--- config.mk ---
export PLATFORM = sky130hd
export DESIGN_NAME = fetch_control_unit
export DESIGN_NICKNAME = d
export VERILOG_FILES = /design/src/rtl/fetch_control_unit.sv
export SDC_FILE = /design/constraint.sdc
export NUM_CORES = 1
export LEC_CHECK = 0
export CAP_MARGIN = 20
export CELL_PAD_IN_SITES_DETAIL_PLACEMENT = 1
export CELL_PAD_IN_SITES_GLOBAL_PLACEMENT = 1
export CORE_MARGIN = 8
export CORE_UTILIZATION = 35
export DETAILED_ROUTE_END_ITERATION = 16
export GPL_ROUTABILITY_DRIVEN = 0
export MAX_ROUTING_LAYER = met4
export PLACE_DENSITY_LB_ADDON = 0.1
export SLEW_MARGIN = 25
export SYNTH_ARGS = -nofsm -noshare
export SYNTH_HDL_FRONTEND = slang
export SYNTH_SLANG_ARGS = --single-unit
--- constraint.sdc ---
create_clock -name clk -period 3.2 [get_ports clk]
set_input_delay 0.48 -clock clk [delete_from_list [all_inputs] [get_ports clk]]
set_output_delay 0.48 -clock clk [all_outputs]
set_load 0.05 [all_outputs]
--- src/rtl/fetch_control_unit.sv ---
// Fetch address generator: resolves decoder redirects, keeps a circular call/return
// stack, and holds the fetch address across hazard and program-cache-miss stalls.
module fetch_control_unit #(
  parameter int unsigned           ADDR_WIDTH  = 16,
  parameter int unsigned           STACK_DEPTH = 16,
  parameter logic [ADDR_WIDTH-1:0] RESET_ADDR  = '0
) (
  input  logic                  clk,
  input  logic                  rst,
  input  logic                  hazard,
  input  logic                  p_cache_miss,
  input  logic                  pc_jmp,
  input  logic                  pc_brx,
  input  logic                  pc_brxt,
  input  logic                  pc_call,
  input  logic                  pc_ret,
  input  logic [1:0]            cond_sel,
  input  logic                  flag_n,
  input  logic                  flag_z,
  input  logic                  flag_p,
  input  logic [ADDR_WIDTH-1:0] target_addr,
  output logic [ADDR_WIDTH-1:0] prg_addr,
  output logic                  stack_empty,
  output logic                  stack_full,
  output logic                  stack_err
);

  localparam int unsigned PTR_W = $clog2(STACK_DEPTH);
  localparam int unsigned CNT_W = PTR_W + 1;
  localparam logic [CNT_W-1:0] CNT_FULL = CNT_W'(STACK_DEPTH);

  logic                  stall;
  logic                  accept;
  logic [ADDR_WIDTH-1:0] addr_inc;
  logic [ADDR_WIDTH-1:0] stack_top;
  logic                  cond_flag;
  logic                  br_taken;
  logic                  red_valid;
  logic [ADDR_WIDTH-1:0] red_target;
  logic                  do_push;
  logic                  do_pop;
  logic                  pend_valid;
  logic [ADDR_WIDTH-1:0] pend_target;
  logic [ADDR_WIDTH-1:0] addr_nxt;
  logic                  pend_valid_nxt;
  logic [ADDR_WIDTH-1:0] pend_target_nxt;

  logic [ADDR_WIDTH-1:0] stack_mem [STACK_DEPTH];
  logic [PTR_W-1:0]      sp;
  logic [PTR_W-1:0]      sp_nxt;
  logic [CNT_W-1:0]      count;
  logic [CNT_W-1:0]      count_nxt;
  logic                  err_nxt;

  always_comb begin
    stall     = hazard | p_cache_miss;
    // The decoder repeats its strobes during a hazard; sample them only when it is low.
    accept    = ~hazard;
    addr_inc  = prg_addr + ADDR_WIDTH'(1);
    stack_top = stack_mem[sp - PTR_W'(1)];
  end

  always_comb begin
    cond_flag = 1'b0;
    case (cond_sel)
      2'b01:   cond_flag = flag_n;
      2'b10:   cond_flag = flag_z;
      2'b11:   cond_flag = flag_p;
      default: cond_flag = 1'b0;
    endcase
    br_taken = (cond_sel == 2'b00) ? 1'b1 : (cond_flag ^ pc_brxt);
  end

  // Priority call > ret > jmp > brx; stack side effects happen here, at acceptance.
  always_comb begin
    red_valid  = 1'b0;
    red_target = target_addr;
    do_push    = 1'b0;
    do_pop     = 1'b0;
    if (accept) begin
      if (pc_call) begin
        red_valid = 1'b1;
        do_push   = 1'b1;
      end else if (pc_ret) begin
        red_valid  = 1'b1;
        red_target = stack_top;
        do_pop     = 1'b1;
      end else if (pc_jmp) begin
        red_valid = 1'b1;
      end else if (pc_brx) begin
        red_valid = br_taken;
      end
    end
  end

  always_comb begin
    addr_nxt        = prg_addr;
    pend_valid_nxt  = pend_valid;
    pend_target_nxt = pend_target;
    if (!stall) begin
      if (red_valid) begin
        addr_nxt = red_target;
      end else if (pend_valid) begin
        addr_nxt = pend_target;
      end else begin
        addr_nxt = addr_inc;
      end
      pend_valid_nxt = 1'b0;
    end else if (red_valid) begin
      pend_valid_nxt  = 1'b1;
      pend_target_nxt = red_target;
    end
  end

  always_ff @(posedge clk) begin
    if (rst) begin
      prg_addr    <= RESET_ADDR;
      pend_valid  <= 1'b0;
      pend_target <= '0;
    end else begin
      prg_addr    <= addr_nxt;
      pend_valid  <= pend_valid_nxt;
      pend_target <= pend_target_nxt;
    end
  end

  // Full pushes and empty pops still move the pointer, so the buffer wraps circularly.
  always_comb begin
    sp_nxt    = sp;
    count_nxt = count;
    err_nxt   = stack_err;
    if (do_push) begin
      sp_nxt = sp + PTR_W'(1);
      if (count == CNT_FULL) begin
        err_nxt = 1'b1;
      end else begin
        count_nxt = count + CNT_W'(1);
      end
    end else if (do_pop) begin
      sp_nxt = sp - PTR_W'(1);
      if (count == '0) begin
        err_nxt = 1'b1;
      end else begin
        count_nxt = count - CNT_W'(1);
      end
    end
  end

  always_ff @(posedge clk) begin
    if (rst) begin
      sp          <= '0;
      count       <= '0;
      stack_empty <= 1'b1;
      stack_full  <= 1'b0;
      stack_err   <= 1'b0;
    end else begin
      sp          <= sp_nxt;
      count       <= count_nxt;
      stack_empty <= (count_nxt == '0);
      stack_full  <= (count_nxt == CNT_FULL);
      stack_err   <= err_nxt;
    end
  end

  always_ff @(posedge clk) begin
    if (!rst && do_push) begin
      stack_mem[sp] <= addr_inc;
    end
  end

endmodule

-- After elaboration in Yosys (flattened, before gate mapping)
Memory sizes are Yosys's and may differ from the RTL's.
Index checks and enable logic that the tools add are counted.
- bits in writable memories: 256
- bits of input ports: 30
- output and inout port bits: 19
- memories kept: 1
- flip-flop bits (word level): 45
- logic and storage cells: 62
- memories (memory ; depth ; width ; read ports ; clocked after memory_dff ; wr ports ; RTL line ; text):
    stack_mem ; 16 ; 16 ; 1 ; 0 ; 1 ; 48 ; logic [ADDR_WIDTH-1:0] stack_mem [STACK_DEPTH];
- bitwise gates (word level): 3
- $add $sub $neg: 5
- eq/ne operators: 6
- multiplexer cells: 29
- reductions and logical operators: 10
- operators with widths (operator ; number):
    16-bit 2-to-1 mux ; 5
    5-bit 2-to-1 mux ; 4
    1-bit 2-to-1 mux ; 17
    16-bit by 1-bit adder with 16-bit output (second input constant) ; 1
    5-bit == test (second input constant) ; 2
    5-bit zero test ; 2
    4-bit 2-to-1 mux ; 2
    5-bit by 1-bit adder with 5-bit output (second input constant) ; 1
    5-bit by 1-bit subtractor with 5-bit output (second input constant) ; 1
    4-bit by 1-bit adder with 4-bit output (second input constant) ; 1
    2-bit == test (second input constant) ; 2
    2-bit nonzero test ; 2
    4-bit by 1-bit subtractor with 4-bit output (second input constant) ; 1
    1-bit one-hot mux with 3 select lines ; 1
    3-bit AND reduction ; 1
    2-bit by 1-bit == test with 1-bit output (second input constant) ; 1
    2-bit zero test ; 1
    2-bit by 1-bit != test with 1-bit output (second input constant) ; 1
    2-bit AND reduction ; 1
    2-bit OR reduction ; 1
    1-bit logical AND ; 1
    1-bit zero test ; 1
    1-bit inverter ; 1
    1-bit OR ; 1
    1-bit bitwise XOR ; 1

-- Longest topological paths before layout
- depth after elaboration: 10
- depth in mapped cells: 14

-- Worst setup path before layout
Ideal clock, no wire load.
- path type: flip-flop to flip-flop
- start point: register sp[0]
- end point: register prg_addr[3]
- stages on the path, launching flop included: 14
- slack: 0.096 ns
- arrival time: 2.974 ns
- cell sequence: dfxtp_1 -> buf_6 -> buf_4 -> buf_6 -> clkinv_1 -> ha_1 -> buf_2 -> clkbuf_1 -> mux4_2 -> mux2_2 -> a22oi_1 -> o21ai_0 -> o21ai_0 -> o21ai_0
- word-level cells in the longest chain between the ends: 6
- RTL lines (what ; RTL line ; text):
    start: declaration ; 49 ; logic [PTR_W-1:0] sp;
    start signal: assignment ; 157 ; sp <= sp_nxt;
    4-bit by 1-bit subtractor with 4-bit output ; 60 ; stack_top = stack_mem[sp - PTR_W'(1)];
    memory 16 x 16 bit ; n/a ;
    16-bit 2-to-1 mux ; 84 ; end else if (pc_ret) begin
    16-bit 2-to-1 mux ; 81 ; if (pc_call) begin
    16-bit 2-to-1 mux ; 80 ; if (accept) begin
    16-bit 2-to-1 mux ; 101 ; if (red_valid) begin
    end signal: assignment ; 121 ; prg_addr <= addr_nxt;
    end: declaration ; 22 ; output logic [ADDR_WIDTH-1:0] prg_addr,
Every way passes these cells.
A chain may end at the register's enable or synchronous reset.

-- Final worst setup path
- start point: register sp[0]
- end point: register prg_addr[1]
Same word-level chain as after synthesis.

==> implementation parameters <==
Parameter                              Value

Place
  Detailed Place HPWL ... roughly 24000 um
  Post-Place Cell Area ... about 14000 um^2
  Number of buffers added on ports ... 48
  Number of instances in the placed design ... 1353

Final layout
  Layout Cells excl Fill ... about 1400
  Final instance area ... roughly 15000 um^2
  Diodes inserted ... 0
  Net count, final ... 966
  Share of layout cells above drive strength 1 ... 21.43%
  Post-synthesis to final-layout area growth ... 19.70%

Yosys
  EDFF count, synth ... 256
  Library cell with the highest instance count after synthesis ... edfxtp_1
  Post-synthesis area per instance ... between 15 and 20 um^2
  Ranking of synthesized cells by instance count ... edfxtp_1 (256), nand2_1 (104), nor2_1 (56), mux4_2 (52), dfxtp_1 (45)
  Biggest area consumer among synthesized cells ... edfxtp_1
  Share of synthesized area occupied by flip-flops and latches ... 67.91%
  Synthesis Warnings ... 0
  Summed instance area of the synthesized netlist ... 12650 um^2
  Synth top area share ... 60.78%
  Net count after synthesis ... 859
  Synth area leaders ... edfxtp_1 (61%), mux4_2 (9.3%), dfxtp_1 (7.1%)
  Synthesized instance count ... approximately 820
  Fraction of registers with async set or reset after synthesis ... 0%
  Library cells used by synthesis ... 70
  Register bit count reported by yosys ... 301
  Main synth FF type ... edfxtp_1

Timing
  Ratio of final minimum period to clock period ... between 80 and 90%
  Slew Viols, Final ... 0
  Maximum clock rate ... 374.6 MHz
  Final Hold Fails ... 0
  Slew @ Worst Pin ... 0.8271 ns
  Final number of setup-violating endpoints ... 0
  Setup TNS after final layout ... 0 ns
  Time the worst path needs with I/O delays and setup ... 2.670 ns
  Max-slew headroom at the worst pin ... 44.81%
  Setup repair after global routing missed its margin ... no
  Post-Route Skew ... ~0.012 ns

Power and ir drop
  Sw Ratio ... 24.82%
  Total internal power ... about 0.0071 W
  Worst IR drop on VDD ... 0.2951 mV
  Total design power ... between 0.009 and 0.01 W
  Static leakage power ... roughly 5.1 nW
  Power share of the clock group ... 40.3%
  Net Switching ... roughly 0.0023 W
  Sequential share of power ... 46.5%
  Power per cell area ... 620.5 nW/um^2
  Comb pwr share ... around an eighth

Global route
  Layer with the highest usage after global routing ... met2
  Met1 usage ... a little under a quarter
  Vias in the first global route ... 8144
  Total gr overflow ... 0
  Met2 Track Usage GR ... 26.68%
  GRT Total Usage ... 17.15%
  Antenna violations before repair ... 0
  Wire length of the first global-routing pass ... 52530 um
  Met3 Track Usage GR ... 3.354%
  Largest net degree at the start of global routing ... 64

Die
  Initial core utilization ... a little over a third
  Die ar. ... between 40000 and 50000 um^2
  Horizontal die dimension ... 206.1 um
  Die boundary height ... about 200 um
  Core Footprint ... 35570 um^2
  Top-level I/O count ... roughly 50
  Placement Rows ... 69

Critical path
  WP data required ... about 3.6 ns
  Type of element capturing the critical path ... flop
  Crit-path max FO ... 13
  Startpoint Class ... flop
  Worst Path Arrival ... 3.08 ns
  Setup Crit Path Kind ... reg -> reg

Clocking
  Total clock sinks ... ~300
  Cell at the root of the clock tree ... clkbuf_16
  Worst skew pair latency ... 0.52 ns
  H-tree depth reported by CTS ... 2
  TritonCTS clock tree ... done
  Post-CTS Setup Bufs ... 0
  Clock Path Buffers ... 3
  CTS resizes ... 0
  Total CTS buffers ... 34
  Clock-pin transition on the worst setup and hold timing paths ... 0.06 ns
  Number of buffers added to fix hold violations after cts ... 0

Route
  1st-iter DRT viols ... between 500 and 600
  Via count ... 7547
  Wire length after detailed routing ... 35110 um
  Total DRC errors in the routed layout ... 0
  First-pass DRT Iterations ... 4
  Mean routed wirelength per cell ... 24.85 um
  Detailed-route vias per instance ... 5.341
  Count of nets left with antenna violations after detail routing ... 0

Run
  Max_cap viols ... 0

Worst hold path
  HP Class ... reg -> reg

Status
  Outcome ... completed
[layer usage]
layer | vias up | part of all wire, %
met5 | - | 0
met4 | 0 | 2.7
met3 | 65 | 4.3
met2 | 145 | 46
met1 | 3927 | 47
li1 | 3410 | -
[cell families (layout without fill, tap and decap cells)]
family	after synthesis	count (layout)	share of synthesized area, %
AOI/OAI and AO/OA	110	110	5.926
xor gates and xnor gates	19	19	1.464
adders and majority gates	8	8	0.7915
buffers and inverters	54	185	2.424
DFF	301	301	67.91
muxes	83	83	12.65
and+or+nand+nor	246	246	8.835
[sequential cells by signal, indices dropped and copies added (netlist names)]
signal	flops
prg_addr	16
stack_full	1
stack_empty	1
pend_valid	1
count	5
pend_target	16
sp	4
stack_mem	256
stack_err	1
[layout by cell type (no fill, tap or decap), types with 4 or more instances in the layout]
master             n
clkbuf_16         35
clkinv_1           6
a31oi_1            5
nand4_1           10
clkbuf_1           6
mux4_1             7
clkinv_2           8
nand2b_1           8
ha_1               7
dfxtp_1           44
nand2_1          104
a311oi_1           5
a21oi_1           25
nor2_2            12
a22oi_1            8
clkdlybuf4s50_1   48
mux4_2            52
inv_1             10
nand3_1           23
nor3_1            17
mux2i_1           20
nor2_1            44
buf_4             63
mux2_2             4
xnor2_1            9
o21ai_0           26
xor2_1             7
edfxtp_1         256
nor3_2             4
a22o_1             5
[final cells by class]
class | count | area, um^2
fill | 3570 | 20430
sequential | 301 | 8592
multi-input combinational | 466 | 3827
timing repair buffer | 114 | 1013
clock buffer | 41 | 898.4
tap | 461 | 576.8
clock inverter | 19 | 188.9
inverter | 11 | 41.29
[stage by stage]
step                setup slack, ns  utilization, %  hold WS, ns
floorplan                   0.09639               -       0.4635
global placement             0.4650           39.48       0.4657
detailed placement           0.3727           39.50       0.4797
CTS                          0.5304           42.56       0.4914
global route                 0.3644           42.56       0.5217
finish                       0.5302           42.56       0.4853
[worst max-delay path: stages, from the launching register on]
cell and delay [ns]:
dfxtp_4 0.35, clkinv_1 0.06, ha_2 0.29, xor2_4 0.41, buf_4 0.32, mux2i_1 0.41, o21ai_0 0.20, o21ai_0 0.21
o21ai_0 0.11, a22o_1 0.20
[final timing paths]
kind                               endpoint  cells past startpoint      start  slack [ns]
worst max-delay path            prg_addr[1]                      9      sp[0]        0.53
worst max register to register  prg_addr[1]                      9      sp[0]        0.53
worst min register to register    stack_err                      2  stack_err        0.49
worst min-delay path              stack_err                      2  stack_err        0.49
[power groups by stage]
stage | registers [W] | logic, W | clock network (W)
floorplan | 0.00449 | 0.000764 | 0
global placement | 0.00445 | 0.00125 | 0
detailed placement | 0.00445 | 0.00125 | 0
CTS | 0.00437 | 0.00125 | 0.00389
global route | 0.00437 | 0.00134 | 0.00403
finish | 0.00437 | 0.00124 | 0.00379
(Power assumes the default switching activity.)
